==> src/rtl/pdm_poly_modulator.sv <==
// Polyphonic PDM output stage: per-voice linear attack/release envelopes, a voice
// mix, and a selectable 1st/2nd-order sigma-delta modulator driving one pin.
module pdm_poly_modulator #(
  parameter int NUM_CHANNELS = 8,
  parameter int DATA_WIDTH   = 8,
  parameter int RAMP_DIV     = 256
) (
  input  logic                               clk_in,
  input  logic                               rst_in,
  input  logic [NUM_CHANNELS*DATA_WIDTH-1:0] dc_in,
  input  logic [NUM_CHANNELS-1:0]            gate_in,
  input  logic                               mode_in,
  output logic                               sig_out,
  output logic                               active_out
);

  localparam int SW = DATA_WIDTH + $clog2(NUM_CHANNELS) + 1;
  localparam int IW = SW + 3;
  localparam int XW = IW + 2;
  localparam int FS = NUM_CHANNELS * (2 ** DATA_WIDTH);
  localparam int CW = (RAMP_DIV > 1) ? $clog2(RAMP_DIV) : 1;

  localparam logic [CW-1:0]        TICK_LAST = CW'(RAMP_DIV - 1);
  localparam logic signed [IW-1:0] FS_I      = IW'(FS);
  localparam logic signed [IW-1:0] HALF_I    = IW'(FS / 2);
  localparam logic signed [XW-1:0] FS_X      = XW'(FS);
  localparam logic signed [XW-1:0] I_MAX     = XW'((2 ** (IW - 1)) - 1);
  localparam logic signed [XW-1:0] I_MIN     = XW'(-(2 ** (IW - 1)));

  // Clamp a widened integrator result so an out-of-range input can never wrap.
  function automatic logic signed [IW-1:0] sat(input logic signed [XW-1:0] v);
    if (v > I_MAX) begin
      sat = I_MAX[IW-1:0];
    end else if (v < I_MIN) begin
      sat = I_MIN[IW-1:0];
    end else begin
      sat = v[IW-1:0];
    end
  endfunction

  logic [CW-1:0]         r_tick_cnt;
  logic [DATA_WIDTH-1:0] r_env [NUM_CHANNELS];
  logic [SW-1:0]         r_sum;
  logic signed [IW-1:0]  r_i1;
  logic signed [IW-1:0]  r_i2;
  logic                  r_mode;
  logic                  r_sig;
  logic                  r_active;

  logic                  w_tick;
  logic [SW-1:0]         w_env_sum;
  logic                  w_env_any;
  logic                  w_active_nxt;
  logic signed [IW-1:0]  w_t1;
  logic signed [IW-1:0]  w_t1_wrap;
  logic signed [XW-1:0]  w_sum_x;
  logic signed [XW-1:0]  w_fb_x;
  logic signed [XW-1:0]  w_i1n_x;
  logic signed [XW-1:0]  w_i2n_x;
  logic signed [IW-1:0]  w_i1n;
  logic signed [IW-1:0]  w_i2n;

  assign w_tick = (r_tick_cnt == TICK_LAST);

  // Voice mix and "any envelope open" flag from the current envelope values.
  always_comb begin
    w_env_sum = '0;
    w_env_any = 1'b0;
    for (int i = 0; i < NUM_CHANNELS; i++) begin
      w_env_sum = w_env_sum + SW'(r_env[i]);
      w_env_any = w_env_any | (r_env[i] != '0);
    end
  end

  assign w_active_nxt = (|gate_in) | w_env_any;

  assign w_t1      = r_i1 + signed'(IW'(r_sum));
  assign w_t1_wrap = w_t1 - FS_I;

  assign w_sum_x = signed'(XW'(r_sum));
  assign w_fb_x  = r_sig ? FS_X : '0;
  assign w_i1n_x = XW'(r_i1) + w_sum_x - w_fb_x;
  assign w_i1n   = sat(w_i1n_x);
  assign w_i2n_x = XW'(r_i2) + XW'(w_i1n) - w_fb_x;
  assign w_i2n   = sat(w_i2n_x);

  // Tick divider and per-voice envelopes: one LSB toward the target per tick.
  always_ff @(posedge clk_in) begin
    if (rst_in) begin
      r_tick_cnt <= '0;
      for (int i = 0; i < NUM_CHANNELS; i++) begin
        r_env[i] <= '0;
      end
    end else begin
      r_tick_cnt <= w_tick ? '0 : r_tick_cnt + CW'(1);
      if (w_tick) begin
        for (int i = 0; i < NUM_CHANNELS; i++) begin
          if (!gate_in[i]) begin
            if (r_env[i] != '0) begin
              r_env[i] <= r_env[i] - DATA_WIDTH'(1);
            end
          end else if (r_env[i] < dc_in[i*DATA_WIDTH +: DATA_WIDTH]) begin
            r_env[i] <= r_env[i] + DATA_WIDTH'(1);
          end else if (r_env[i] > dc_in[i*DATA_WIDTH +: DATA_WIDTH]) begin
            r_env[i] <= r_env[i] - DATA_WIDTH'(1);
          end
        end
      end
    end
  end

  // Mix register, mode tracking, activity flag and the sigma-delta core.
  always_ff @(posedge clk_in) begin
    if (rst_in) begin
      r_sum    <= '0;
      r_mode   <= 1'b0;
      r_active <= 1'b0;
      r_sig    <= 1'b0;
      r_i1     <= '0;
      r_i2     <= '0;
    end else begin
      r_sum    <= w_env_sum;
      r_mode   <= mode_in;
      r_active <= w_active_nxt;
      // A mode change or silence restarts the loop from a clean state.
      if ((mode_in != r_mode) || !w_active_nxt) begin
        r_sig <= 1'b0;
        r_i1  <= '0;
        r_i2  <= '0;
      end else if (!r_mode) begin
        r_i2 <= '0;
        if (w_t1 >= FS_I) begin
          r_sig <= 1'b1;
          r_i1  <= w_t1_wrap;
        end else begin
          r_sig <= 1'b0;
          r_i1  <= w_t1;
        end
      end else begin
        r_sig <= (w_i2n >= HALF_I);
        r_i1  <= w_i1n;
        r_i2  <= w_i2n;
      end
    end
  end

  assign sig_out    = r_sig;
  assign active_out = r_active;

endmodule

==> config.mk <==
export PLATFORM = sky130hd
export DESIGN_NAME = pdm_poly_modulator
export DESIGN_NICKNAME = d
export VERILOG_FILES = /design/src/rtl/pdm_poly_modulator.sv
export SDC_FILE = /design/constraint.sdc
export NUM_CORES = 1
export LEC_CHECK = 0
export BUFFER_PORTS_ARGS = -buffer_cell sky130_fd_sc_hd__buf_2
export CAP_MARGIN = 20
export CORE_UTILIZATION = 35
export CTS_BUF_LIST = sky130_fd_sc_hd__clkbuf_8
export DETAILED_ROUTE_END_ITERATION = 8
export MAX_ROUTING_LAYER = met4
export SYNTH_ARGS = -nofsm -noshare
export SYNTH_HDL_FRONTEND = slang
export SYNTH_SLANG_ARGS = --single-unit
==> constraint.sdc <==
create_clock -name clk_in -period 9.05 [get_ports clk_in]
set_input_delay 0.4525 -clock clk_in [delete_from_list [all_inputs] [get_ports clk_in]]
set_output_delay 0.4525 -clock clk_in [all_outputs]
set_load 0.005 [all_outputs]
After elaboration in Yosys (flattened, before gate mapping):

Memory sizes are Yosys's and may differ from the RTL's.
Index checks and enable logic that the tools add are counted.

* add/subtract/negate cells: 30
* $lt $le $gt $ge: 22
* equality and inequality tests: 2
* muxes and demuxes: 163
* bitwise logic cells: 33
* reductions and logical operators: 14

Operators with widths (number)
* $mux 8: 24
* $mux 1: 132
* $mux 15: 6
* $add 8x1->8 const B: 9
* $gt 8x8->1: 8
* $lt 8x8->1: 8
* $reduce_bool 8->1: 8
* $sub 8x1->8 const B: 8
* $add 12x8->12: 3
* $gt 17x15->1 const B: 2
* $lt 17x15->1 const B: 2
* $sub 16x13->17: 2
* $or 1x1->1: 32
* $add 15x13->16: 1
* $add 15x15->16: 1
* $add 15x13->15: 1
* $ge 15x12->1 const B: 1
* $ge 15x13->1 const B: 1
* $sub 15x13->15 const B: 1
* $add 11x8->12: 1
* $mux 12: 1
* $add 10x8->11: 1
* $add 9x8->10: 1
* $add 8x8->9: 1
* other kinds (8): 9

* register bits: 53
* RAM bits: 64
* input port bits: 75
* output and inout port bits: 2
* logic and storage cells: 272
* memories: 1

Memories
* r_env: depth 8, width 8, read ports 8, clocked after Yosys merged registers in 0, wr ports 8, line 42 `logic [DATA_WIDTH-1:0] r_env [NUM_CHANNELS];`

Logic depth before layout (Yosys ltp):

An unclocked memory read counts as a cell.

* depth after elaboration: 13
* gate-level depth with buffers: 26
* depth with buffers taken out: 25

Worst setup path after synthesis:

Ideal clock, no wire load.

* path type: register to register
* start: register r_sum[9]
* end: register r_i2[3]
* setup time: 116 ps
* arrival time: 5621 ps
* required time: 8934 ps
* slack: 3314 ps
* stages on the path, launching flop included: 26
* buffers on the path: 2
* clock period less this slack: 5736 ps
* cell sequence: dfxtp_1 inv_1 ha_1 inv_1 ha_1 a21oi_1 o21ai_1 and2_0 o31ai_1 nand2_1 o21ai_0 clkbuf_1 a21oi_1 ha_1 inv_1 ha_1 a21oi_1 o21bai_1 a221o_1 a21oi_1 o21ai_0 a311o_1 a41o_1 a311o_2 buf_6 a31o_1

* longest elaborated chain between the ends: 10
* elaborated cells on any way between the ends: 12

RTL lines
* start: declaration: line 43 `logic [SW-1:0] r_sum;`
* start signal: assignment: line 122 `r_sum <= w_env_sum;`
* $add 15x13->16 *: line 82 `assign w_i1n_x = XW'(r_i1) + w_sum_x - w_fb_x;`
* $sub 16x13->17 *: line 82
* $lt 17x15->1: line 34 `end else if (v < I_MIN) begin`
* $mux 15: line 34
* $mux 15 *: line 32 `if (v > I_MAX) begin`
* $add 15x15->16 *: line 84 `assign w_i2n_x = XW'(r_i2) + XW'(w_i1n) - w_fb_x;`
* $sub 16x13->17 *: line 84
* $lt 17x15->1: line 34
* $mux 15: line 34
* $mux 15 *: line 32
* end signal: assignment: line 142 `r_i2 <= w_i2n;`
* end: declaration: line 45 `logic signed [IW-1:0] r_i2;`

Every way passes the cells marked *; elsewhere a longest branch is shown, timed or not.
A chain may end at the register's enable or synchronous reset.

Worst setup path in the final report:

* start: register r_sum[9]
* end: register r_i2[10]

The elaborated chain is that of the path after synthesis.

==> out/results.ini <==
[cells_and_area]
fin_area_um2 = 13200
num_antenna_cells = 0
areaGrowthSynthToFinish_pct = 10.4
final_nets = 1780
layout-drive-gt1-share_pct = 8.44

[global_routing]
grt-busiest-layer = met2
grt_pass1_vias = 9844
grt_util_met3_pct = 2.10
grt_max_degree = 41
antenna_found_initial = 0
track_usage_pct = 17.9
grtUsageMet2_pct = 29.5
grt_pass1_wl_um = 49500
use_met1_pct = 22.9
globalRoute.totalOverflow = 0

[timing]
setup_viol = 0
tightest_slew_ns = 1.04
fin_hold_ws_ns = 0.294
finalSetupTns_ns = 0
fin_worst_skew_ns = 0.0217
rsz0062_at_grt = false
period_needed_ns = 6.53
final_max_slew_viol_count = 0
relSlewSlack_pct = 30.5
fmax_mhz = 153
final-hold-violation-count = 0
finalCritPeriodShare_pct = 72.1

[worst_setup_path]
critPathMaxFanout = 14
cp.arrival_ns = 6.87
crit_type = register to register
startpoint_type = register
worstPathRequired_ns = 9.39
endpoint_kind = register
reg2reg_setup_slack_ns = 2.52

[yosys]
synthTopCellsByArea = ha_1, edfxtp_1, dfxtp_1
syn_inst = 1426
synth-edff-count = 64
yosysTopAreaCellShare_pct = 17.1
syn_area_um2 = 12000
netlist_top_cells_count = inv_1, ha_1, nor2_1, a21oi_1, nand2_1
syn-num-nets = 1714
synth_ff_type = edfxtp_1
ys_seq_area_share_pct = 24.8
synth_seq_cells = 116
avgSynthCellArea_um2 = 8.39
ys_types = 70
synthArstFlopShare_pct = 0
yosysTopAreaCell = ha_1
yosysMostFrequentCell = inv_1
synth_warnings = 0

[drt]
drtIter0Drc = 535
drt-total-wl_um = 30100
vias = 10100
dr.pass1.iters = 5
postRouteAntennaNets = 0
viasPerCell = 5.19
wire_per_inst_um = 15.4
drc = 0

[cts]
postCtsHoldBufs = 0
cts_resized = 0
clock-sinks = 116
cts_tree = built
numCtsBuffers = 17
clockBufferDepth = 2
worstSkewPairLatency_ns = 0.45
cts_setup_buffers = 0
cts_root_buf = clkbuf_8
htree_levels = 4
clkTransAtPathRegs_ns = 0.08

[flow_run]
maxCapViolCount = 0

[floorplan]
initial_core_util_pct = 35.6
row_count = 67
die_area_um2 = 34900
fp.dieW_um = 187
core_region_area_um2 = 33600
die-height_um = 187
io_pins = 77

[min_path]
hp-class = input port to register

[placed_design]
gp_congestion = 0.870
dp_hpwl_um = 24000
place_area_um2 = 12800
numPortBuffers = 76

[outcome]
status = finished, final reports clean

[metal layers]
| metal | up-vias | routed length (um) |
|---|---|---|
| met2 | 215 | 14300 |
| li1 | 5101 | - |
| met1 | 4775 | 14100 |
| met5 | - | 0 |
| met4 | 0 | 698 |
| met3 | 45 | 880 |
[worst paths after layout]
kind	from	end	cells past startpoint
worst min-delay path	mode_in	r_mode	2
worst min register to register	r_tick_cnt[0]	r_tick_cnt[0]	1
worst max register to register	r_sum[9]	r_i2[10]	23
worst max-delay path	r_sum[9]	r_i2[10]	23
[sequential cells by signal (all words and copies together) (netlist names)]
signal	flops
active_out	1
r_i1	15
r_sum	11
r_tick_cnt	8
sig_out	1
r_env	64
r_i2	15
r_mode	1
[logic make-up after synthesis]
kind of cell | synth area share, %
XOR/XNOR | 6.15
adder cells (fa/ha/maj) | 25.3
AO/OA/AOI/OAI | 17.4
AND/OR/NAND/NOR | 17.5
flip-flops | 24.8
multiplexers | 0.669
buffers and inverters | 8.19
[placed cells by master (no fill, tap or decap), types with 8 or more instances in the layout]
master | netlist | layout
nor4_1 | 12 | 12
mux2i_1 | 8 | 8
nor2_1 | 124 | 124
o21ai_0 | 67 | 67
buf_2 | 1 | 76
and3_1 | 18 | 18
o211ai_1 | 9 | 9
a21o_1 | 38 | 38
xnor2_1 | 52 | 52
fa_1 | 49 | 49
o21bai_1 | 8 | 8
nand4_1 | 31 | 31
dfxtp_1 | 52 | 52
o21a_1 | 9 | 9
nand2_1 | 85 | 85
o22ai_1 | 20 | 20
nand2b_1 | 18 | 18
nand3_1 | 41 | 41
inv_1 | 225 | 227
nor3_1 | 23 | 23
a21oi_1 | 93 | 93
a31oi_1 | 15 | 15
clkbuf_8 | 0 | 18
nor2b_1 | 21 | 21
a31o_1 | 8 | 8
ha_1 | 164 | 164
xor2_1 | 32 | 32
edfxtp_1 | 64 | 64
[area by class of cell]
cell class                 count  area, um2
tap                          448        561
sequential                   116       2960
clock buffer                  18        248
multi-input combinational   1052       8030
inverter                     225        845
fill                        3428      20400
clock inverter                14        160
timing repair buffer          80        410
[per-stage QoR]
step                utilization, %  worst slack (ns)  instances
finish                        39.3              2.52       1953
floorplan                        -              3.31       1426
global placement              38.1              2.81       1921
detailed placement            38.1              2.65       1921
global route                  39.3              1.98       1953
CTS                           39.3              2.63       1953
[worst max-delay path, stage by stage, from the launching register on]
cell and delay, ns:
dfxtp_1 0.34, inv_1 0.04, ha_1 0.36, inv_1 0.10, ha_1 0.38, a21oi_1 0.20, o21ai_1 0.13, and2_0 0.17
o31ai_1 0.37, nand2_1 0.17, a21oi_1 0.83, a21oi_1 0.19, ha_1 0.34, inv_1 0.04, ha_1 0.36, a21oi_1 0.17
o21bai_1 0.07, a221o_1 0.38, a21oi_1 0.19, o21ai_0 0.14, a311o_1 0.37, a41o_1 0.25, a311o_2 0.52, a31o_2 0.29
Power is left out: the tool's default activity adds up to more than one toggle a clock period on the data nets, which glitch-free logic cannot reach.
